--- config.mk ---
export PLATFORM = sky130hd
export DESIGN_NAME = apb4_wait_slave
export DESIGN_NICKNAME = d
export VERILOG_FILES = /design/src/rtl/apb_slv_pkg.sv /design/src/rtl/apb_slv_regfile.sv /design/src/rtl/apb4_wait_slave.sv
export SDC_FILE = /design/constraint.sdc
export NUM_CORES = 2
export LEC_CHECK = 0
export ABC_AREA = 1
export BUFFER_PORTS_ARGS = -buffer_cell sky130_fd_sc_hd__buf_2
export CAP_MARGIN = 20
export CORE_MARGIN = 2
export CORE_UTILIZATION = 40
export DETAILED_ROUTE_END_ITERATION = 10
export SYNTH_ARGS = -nofsm -noshare
export SYNTH_HDL_FRONTEND = slang
export SYNTH_SLANG_ARGS = --single-unit
--- constraint.sdc ---
create_clock -name PCLK -period 2.2 [get_ports PCLK]
set_input_delay 0.33 -clock PCLK [delete_from_list [all_inputs] [get_ports PCLK]]
set_output_delay 0.33 -clock PCLK [all_outputs]
set_load 0.01 [all_outputs]
--- src/rtl/apb_slv_pkg.sv ---
// Shared types and helpers for the APB4 wait-state completer.
// Localparams describe the default 32-bit, 64-word configuration.
package apb_slv_pkg;

  typedef enum logic {
    IDLE,
    ACCESS
  } apb_state_e;

  localparam int STRB_W = 32 / 8;
  localparam int IDX_W  = $clog2(64);
  localparam int OFS_W  = $clog2(STRB_W);

  function automatic logic in_range(
    input logic [31:0] idx,
    input int unsigned depth
  );
    return idx < depth;
  endfunction

endpackage

--- src/rtl/apb_slv_regfile.sv ---
// Word-organised storage with per-byte write strobes.
// Asynchronous read port; every word clears on reset.
module apb_slv_regfile #(
  parameter int DATA_WIDTH = 32,
  parameter int DEPTH      = 64,
  parameter int IDX_W      = 6,
  parameter int STRB_W     = 4
) (
  input  logic                  clk_i,
  input  logic                  rst_ni,
  input  logic                  we_i,
  input  logic [IDX_W-1:0]      idx_i,
  input  logic [DATA_WIDTH-1:0] wdata_i,
  input  logic [STRB_W-1:0]     strb_i,
  output logic [DATA_WIDTH-1:0] rdata_o
);

  logic [DATA_WIDTH-1:0] mem_q [DEPTH];

  always_ff @(posedge clk_i or negedge rst_ni) begin
    if (!rst_ni) begin
      for (int j = 0; j < DEPTH; j++) begin
        mem_q[j] <= '0;
      end
    end else if (we_i) begin
      for (int b = 0; b < STRB_W; b++) begin
        if (strb_i[b]) begin
          mem_q[idx_i][8*b +: 8] <= wdata_i[8*b +: 8];
        end
      end
    end
  end

  assign rdata_o = (int'(idx_i) < DEPTH) ? mem_q[idx_i] : '0;

endmodule

--- src/rtl/apb4_wait_slave.sv ---
// APB4 completer: byte-strobed register file with programmable
// wait states and PSLVERR on out-of-range word index.
module apb4_wait_slave
  import apb_slv_pkg::*;
#(
  parameter int ADDR_WIDTH = 8,
  parameter int DATA_WIDTH = 32,
  parameter int DEPTH      = 64,
  parameter int WS_WIDTH   = 4
) (
  input  logic                    PCLK,
  input  logic                    PRESETn,
  input  logic                    PSEL,
  input  logic                    PENABLE,
  input  logic                    PWRITE,
  input  logic [ADDR_WIDTH-1:0]   PADDR,
  input  logic [DATA_WIDTH-1:0]   PWDATA,
  input  logic [DATA_WIDTH/8-1:0] PSTRB,
  input  logic [WS_WIDTH-1:0]     wait_cfg,
  output logic                    PREADY,
  output logic [DATA_WIDTH-1:0]   PRDATA,
  output logic                    PSLVERR
);

  localparam int SW = DATA_WIDTH / 8;
  localparam int OW = $clog2(SW);
  localparam int IW = (DEPTH > 1) ? $clog2(DEPTH) : 1;

  apb_state_e            state_q, state_d;
  logic [WS_WIDTH-1:0]   cnt_q, cnt_d;
  logic [ADDR_WIDTH-1:0] addr_q, addr_d;
  logic                  wr_q, wr_d;
  logic [DATA_WIDTH-1:0] wdata_q, wdata_d;
  logic [SW-1:0]         strb_q, strb_d;
  logic                  pready_q, pready_d;
  logic [DATA_WIDTH-1:0] prdata_q, prdata_d;
  logic                  slverr_q, slverr_d;

  logic [ADDR_WIDTH-1:0] cur_addr;
  logic [31:0]           idx;
  logic                  err;
  logic                  we;
  logic [DATA_WIDTH-1:0] rdata;

  // Setup cycle decodes the live bus; access cycles use latched values.
  assign cur_addr = (state_q == IDLE) ? PADDR : addr_q;
  assign idx      = 32'(cur_addr) >> OW;
  assign err      = !in_range(idx, DEPTH);

  apb_slv_regfile #(
    .DATA_WIDTH (DATA_WIDTH),
    .DEPTH      (DEPTH),
    .IDX_W      (IW),
    .STRB_W     (SW)
  ) u_regfile (
    .clk_i   (PCLK),
    .rst_ni  (PRESETn),
    .we_i    (we),
    .idx_i   (idx[IW-1:0]),
    .wdata_i (wdata_q),
    .strb_i  (strb_q),
    .rdata_o (rdata)
  );

  always_comb begin
    state_d  = state_q;
    cnt_d    = cnt_q;
    addr_d   = addr_q;
    wr_d     = wr_q;
    wdata_d  = wdata_q;
    strb_d   = strb_q;
    pready_d = 1'b0;
    prdata_d = '0;
    slverr_d = 1'b0;
    we       = 1'b0;
    unique case (state_q)
      IDLE: begin
        if (PSEL && !PENABLE) begin
          state_d = ACCESS;
          addr_d  = PADDR;
          wr_d    = PWRITE;
          wdata_d = PWDATA;
          strb_d  = PSTRB;
          cnt_d   = wait_cfg;
          if (wait_cfg == '0) begin
            pready_d = 1'b1;
            slverr_d = err;
            prdata_d = (err || PWRITE) ? '0 : rdata;
          end
        end
      end
      ACCESS: begin
        if (!PSEL) begin
          state_d = IDLE;
          cnt_d   = '0;
        end else if (pready_q) begin
          if (PENABLE) begin
            we      = wr_q && !err;
            state_d = IDLE;
          end else begin
            pready_d = 1'b1;
            slverr_d = slverr_q;
            prdata_d = prdata_q;
          end
        end else begin
          cnt_d = cnt_q - 1'b1;
          if (cnt_q == WS_WIDTH'(1)) begin
            pready_d = 1'b1;
            slverr_d = err;
            prdata_d = (err || wr_q) ? '0 : rdata;
          end
        end
      end
    endcase
  end

  always_ff @(posedge PCLK or negedge PRESETn) begin
    if (!PRESETn) begin
      state_q  <= IDLE;
      cnt_q    <= '0;
      addr_q   <= '0;
      wr_q     <= 1'b0;
      wdata_q  <= '0;
      strb_q   <= '0;
      pready_q <= 1'b0;
      prdata_q <= '0;
      slverr_q <= 1'b0;
    end else begin
      state_q  <= state_d;
      cnt_q    <= cnt_d;
      addr_q   <= addr_d;
      wr_q     <= wr_d;
      wdata_q  <= wdata_d;
      strb_q   <= strb_d;
      pready_q <= pready_d;
      prdata_q <= prdata_d;
      slverr_q <= slverr_d;
    end
  end

  assign PREADY  = pready_q;
  assign PRDATA  = prdata_q;
  assign PSLVERR = slverr_q;

endmodule

Yosys cells after proc, flatten, opt, wreduce, memory -nomap -nowiden
Cells that the tools add are included.
{ "word_totals": {"wordCells": 151, "in_bits": 53, "regBits": 2132, "out_inout_bits": 34} }
{ "classes": {"n_lt_le_gt_ge": 3, "muxes": 58, "n_reduce_logical": 10, "bitwise": 2, "n_eq_ne": 4, "addsub": 1} }
{ "op_table": {"columns": ["op", "n"], "rows": [
  ["2048-bit 2-to-1 mux", 7],
  ["2048-bit bitwise mux", 4],
  ["32-bit demux with 6-bit select", 4],
  ["32-bit 2-to-1 mux", 11],
  ["32-bit binary-select mux with 6-bit select", 1],
  ["32-bit one-hot mux with 2 select lines", 1],
  ["24-bit 2-to-1 mux", 1],
  ["1-bit 2-to-1 mux", 19],
  ["16-bit 2-to-1 mux", 1],
  ["8-bit 2-to-1 mux", 2],
  ["4-bit 2-to-1 mux", 3],
  ["4-bit one-hot mux with 2 select lines", 1],
  ["7-bit greater-or-equal comparator (second input constant)", 1],
  ["6-bit by 7-bit < comparator with 1-bit output (second input constant)", 1],
  ["7-bit by 1-bit < comparator with 1-bit output (second input constant)", 1],
  ["6-bit NOT with 7-bit output", 1],
  ["1-bit one-hot mux with 2 select lines", 3],
  ["4-bit by 1-bit == test with 1-bit output (second input constant)", 1],
  ["4-bit zero test", 1],
  ["4-bit inequality test (second input constant)", 1],
  ["2-bit AND reduction", 2],
  ["4-bit by 1-bit subtractor with 4-bit output (second input constant)", 1],
  ["1-bit logical AND", 3],
  ["3-bit inequality test (second input constant)", 1],
  ["other kinds (4)", 6]
]} }

Longest topological paths before layout
{ "logic_depth": {"depth_word": 17, "mapped_depth": 17} }

Modules after synthesis
Synthesis repeated with hierarchy kept, for this count alone.
{ "hier_totals": {"cells_unflattened": 13726, "area_unflattened_um2": 100402.5} }
{ "modules_own_cells": {"columns": ["module", "instances", "area_per_inst_um2", "seq_area_each_um2", "cells_per_inst"], "rows": [
  ["apb_slv_regfile", 1, 96765.3, 51249.2, 13264],
  ["apb4_wait_slave", 1, 3637.2, 2026.9, 462]
]} }

Least setup slack after synthesis
OpenSTA, ideal clock, no wires.
{ "synth_path": {"kind": "reg-to-reg", "startpoint": "register state_q", "endpoint": "register u_regfile.mem_q[1111] (netlist bit)", "path_buffers": 3, "setup_slack_ns": 0.137, "t_arrival_ns": 1.933, "setup_time_ns": 0.130, "path_stages_with_launch": 12, "required_time_ns": 2.070, "cell_sequence": "dfrtp_1 buf_4 o21ai_2 inv_2 nor3_4 inv_2 buf_4 nor2_2 nand2_1 buf_2 nand2_1 o21ai_1"} }
{ "synth_via": {"elab_chain_cells": 14, "elab_cells_between_ends": 27, "cone_classes": "order compare: 3; mux: 21; bitwise: 1; reduce/logical: 2"} }
{ "synth_rtl": {"columns": ["item", "line", "rtl"], "rows": [
  ["start: declaration", "apb4_wait_slave.sv:29", "apb_state_e state_q, state_d;"],
  ["start signal: assignment", "apb4_wait_slave.sv:129", "state_q <= state_d;"],
  ["branches (longest 14 deep; another with 7-bit greater-or-equal comparator)", null, null],
  ["end signal: indexed assignment", "apb_slv_regfile.sv:28", "mem_q[idx_i][8*b +: 8] <= wdata_i[8*b +: 8];"],
  ["end: declaration", "apb_slv_regfile.sv:18", "logic [DATA_WIDTH-1:0] mem_q [DEPTH];"]
]} }
Several ways; the timed one is not identified. The select of a mux whose other input is x is not followed.
A chain may end at the register's enable or synchronous reset.

Worst setup path after layout
{ "layout_path": {"startpoint": "register state_q", "endpoint": "register prdata_q[30] (netlist: PRDATA[30])"} }
{ "layout_via": {"elab_chain_cells": 10, "elab_cells_between_ends": 19, "cone_classes": "order compare: 1; eq/ne: 1; mux: 12; bitwise: 2; reduce/logical: 3"} }
{ "layout_rtl": {"columns": ["item", "line", "rtl"], "rows": [
  ["8-bit 2-to-1 mux", "apb4_wait_slave.sv:46", "assign cur_addr = (state_q == IDLE) ? PADDR : addr_q;"],
  ["6-bit NOT with 7-bit output (not written as such)", "apb_slv_regfile.sv:34", "assign rdata_o = (int'(idx_i) < DEPTH) ? mem_q[idx_i] : '0;"],
  ["32-bit binary-select mux with 6-bit select", "apb_slv_regfile.sv:34", null],
  ["32-bit 2-to-1 mux (not written as such) (2 in a row)", "apb_slv_regfile.sv:34", null],
  ["32-bit 2-to-1 mux", "apb4_wait_slave.sv:110", "prdata_d = (err || wr_q) ? '0 : rdata;"],
  ["32-bit 2-to-1 mux", "apb4_wait_slave.sv:107", "if (cnt_q == WS_WIDTH'(1)) begin"],
  ["32-bit 2-to-1 mux", "apb4_wait_slave.sv:96", "end else if (pready_q) begin"],
  ["32-bit 2-to-1 mux", "apb4_wait_slave.sv:93", "if (!PSEL) begin"],
  ["32-bit one-hot mux with 2 select lines", "apb4_wait_slave.sv:76", "unique case (state_q)"],
  ["end signal: assignment", "apb4_wait_slave.sv:136", "prdata_q <= prdata_d;"],
  ["end: declaration", "apb4_wait_slave.sv:36", "logic [DATA_WIDTH-1:0] prdata_q, prdata_d;"]
]} }
Several ways; a longest one is shown, not always the timed one. The select of a mux whose other input is x is not followed.

==> impl_metrics.tcl <==
set metrics [dict create \
    run_status "finished, violations left" \
    violations "setup timing" \
    setup_ws_ns -0.2480 \
    dp_worst_setup_slack_ns -0.7363 \
    antenna_found_initial 8 \
    path_clk_slew_ns 0.06 \
    final_nets 14070 \
    cp.required_ns 3.01 \
    dpl.hpwl_um 224200 \
    synth_common_cells "nand2_1 (6,219), dfrtp_1 (2,129), o21ai_0 (1,900)" \
    vias 89290 \
    cts_root_buf "clkbuf_16" \
    p_per_area_mw_per_mm2 797.8 \
    ys_warn_count 0 \
    grt_first_pass_wirelength_um 524500 \
    fmax_mhz 408.5 \
    drive_gt1_frac 0.1276 \
    final_area_mm2 0.1251 \
    drc 0 \
    avgSynthCellArea_um2 7.456 \
    synth-async-reset-ratio 1.000 \
    switching_share 0.3070 \
    synth_edf_count 0 \
    min_from "PSEL" \
    portBuffers 83 \
    die-area_mm2 0.2550 \
    crit_fanout 7 \
    place_congestion 0.9432 \
    routed_wl_um 341600 \
    synth_area_leader_cell "dfrtp_1" \
    row_count 183 \
    power.clock.fraction 0.395 \
    cp-start-kind "register" \
    p_total_mw 99.84 \
    ys.flop_type "dfrtp_1" \
    clock-sinks 2129 \
    synth_cells 13460 \
    tns_ns -191.18 \
    placed_cell_area_mm2 0.1144 \
    rsz0062_at_grt "true" \
    switchingPower_mw 30.65 \
    vdd_drop_max_uv 841.5 \
    crit_type "reg -> reg" \
    ys_seq_elements 2129 \
    hold_class "in -> reg" \
    coreArea_mm2 0.2491 \
    worst_pin_slew_ns 1.104 \
    fin_util 0.5024 \
    skew_ns 0.04281 \
    arrival_ns 3.26 \
    clk_latency_ns 0.88 \
    setup.worst_path.start "state_q" \
    first_pass_iters 8 \
    grt_pass1_vias 84670 \
    r2r-start "state_q" \
    cellInternalPower_mw 69.19 \
    initial_core_util 0.4030 \
    drt_iter0_drc 8710 \
    max_cap_viol_count 0 \
    yosysMostFrequentCell "nand2_1" \
    synth.distinct_cells 35 \
    grt_usage 0.2640 \
    cts_buffers 224 \
    hold_viol_final 0 \
    grt_max_degree 115 \
    cts_tree "done" \
    areaGrowthSynthToFinish_pct 24.66 \
    die_h_um 505.0 \
    finalCriticalPeriod_ns 2.448 \
    slew_headroom 0.2640 \
    netlist_area_mm2 0.1004 \
    cts_max_level 4 \
    fin_cells 17530 \
    p_leak_nw 59.00 \
    synthTopCellsByArea "dfrtp_1 (53%), nand2_1 (23%), o21ai_0 (9.5%)" \
    fp.dieW_um 505.0 \
    crit_path_end_kind "register" \
    combPwrFrac 0.209 \
    seq_power_share 0.396 \
    hold_ws_ns 0.05212 \
    setup_viol 1952 \
    dpl.cell_count 16980 \
    vias_per_cell 5.094 \
    ys_seq_area_frac 0.5307 \
    ios 87 \
    period_share 1.113 \
    antenna_left 0 \
    synth_top_cell_area_share 0.5307 \
    clock_path_buffers 3 \
    grt.overflow.total 0 \
    synthesis.nets 13520 \
    wire_per_inst_um 19.48 \
    slew_violations 0 \
]
[cells by family after synthesis]
kind of cell | after synthesis | synth area share
AO/OA/AOI/OAI | 2299 | 0.1149
adder cells (fa/ha/maj) | 2 | 0.0002492
buffers and inverters | 1838 | 0.07138
flip-flops | 2129 | 0.5307
other | 1 | 0.00003735
AND/OR/NAND/NOR | 7195 | 0.2827
[placed cells by master (no fill, tap or decap), types with 6 or more instances in the layout]
cell type      netlist  layout
nor2_1             182     117
nand3b_1           116     116
buf_12               0     422
clkinv_2             0      48
nor2_2              19      37
inv_2                8      40
buf_16               0      21
o21ai_0           1900    1849
clkbuf_1           696      42
o21ai_2              2      10
nor2_4               0      47
buf_8                0      12
clkbuf_16            0     241
nand4_1             25      25
inv_6                0       8
inv_1              896     858
clkinvlp_4           0       7
dlygate4sd3_1        0      50
bufinv_16            0      17
nand2_1           6219    6155
o21ai_1            346     388
buf_4                6     566
buf_6                1      80
nand2_8              0       9
nand2_2              8      49
a21oi_1             44      32
a21oi_2              0      12
dfrtp_1           2129    2128
nand3_1            616     611
buf_2              189      84
bufbuf_16            0       6
clkbuf_8             0      60
nand2_4              0      16
[path summary, 6_finish.rpt]
check / end / slack [ns] / cells past startpoint
min: cnt_q[1] / 0.05 / 6
max in group asynchronous: u_regfile.mem_q[1230] / 1.17 / 5
min reg2reg: u_regfile.mem_q[564] / 0.48 / 2
max: PRDATA[30] / -0.25 / 16
max reg2reg: PRDATA[30] / -0.25 / 16
min in group asynchronous: u_regfile.mem_q[1726] / 0.11 / 3
[flip-flops by register name, indices dropped and copies added, names as in the netlist, 4 cells and up]
| register | flops |
|---|---|
| u_regfile.mem_q | 2048 |
| PRDATA | 32 |
| wdata_q | 32 |
| addr_q | 6 |
| cnt_q | 4 |
| strb_q | 4 |
[cell type report]
type                            instances  area [um^2]
Timing Repair Buffer                 1253        15770
Inverter                              904         3407
Fill cell                           24110       124000
Tap cell                             3330         4167
Clock buffer                          331         6714
Antenna cell                            2        5.005
Clock inverter                         82        942.2
Sequential cell                      2129        53280
Multi-Input combinational cell       9499        40860
[power by group through the flow]
| stage | sequential (mW) | clock, mW | combinational [mW] |
|---|---|---|---|
| after floorplan | 40.2 | 0 | 9.41 |
| after global placement | 40.2 | 0 | 19.2 |
| after detailed placement | 40.2 | 0 | 19.2 |
| after CTS | 39.5 | 40.1 | 20.3 |
| after global routing | 39.5 | 41.7 | 22.6 |
| final | 39.5 | 39.4 | 20.9 |
[per-layer routing]
metal / up-vias / part of all wire / GRT usage
met5: - / 0.00014 / 0
met4: 8 / 0.034 / 0.08516
met3: 507 / 0.071 / 0.05179
met2: 2585 / 0.46 / 0.4174
met1: 42870 / 0.44 / 0.3638
li1: 43320 / - / -
[what timing repair did]
item                       in CTS  in global routing
buffers inserted               39                 17
cloned                         18                 14
hold buffers                   50                  0
resized for setup             277                133
hold endpoints to repair     1708                  0
pin swaps                      30                 19
setup endpoints to repair    2062               2082
[worst max-delay path: stages, from the launching register on]
cell and delay (ns):
dfrtp_2 0.47, inv_4 0.11, nand2_1 0.10, nand2_4 0.19
buf_12 0.21, buf_12 0.13, clkbuf_16 0.14, buf_4 0.10
nand2_1 0.04, nand3_1 0.08, nand2_1 0.08, o21ai_2 0.22
buf_6 0.15, nand2_1 0.08, nor2_4 0.13, nand3_1 0.09
nand2_1 0.06
No activity file was read; power rests on OpenSTA's default activity.
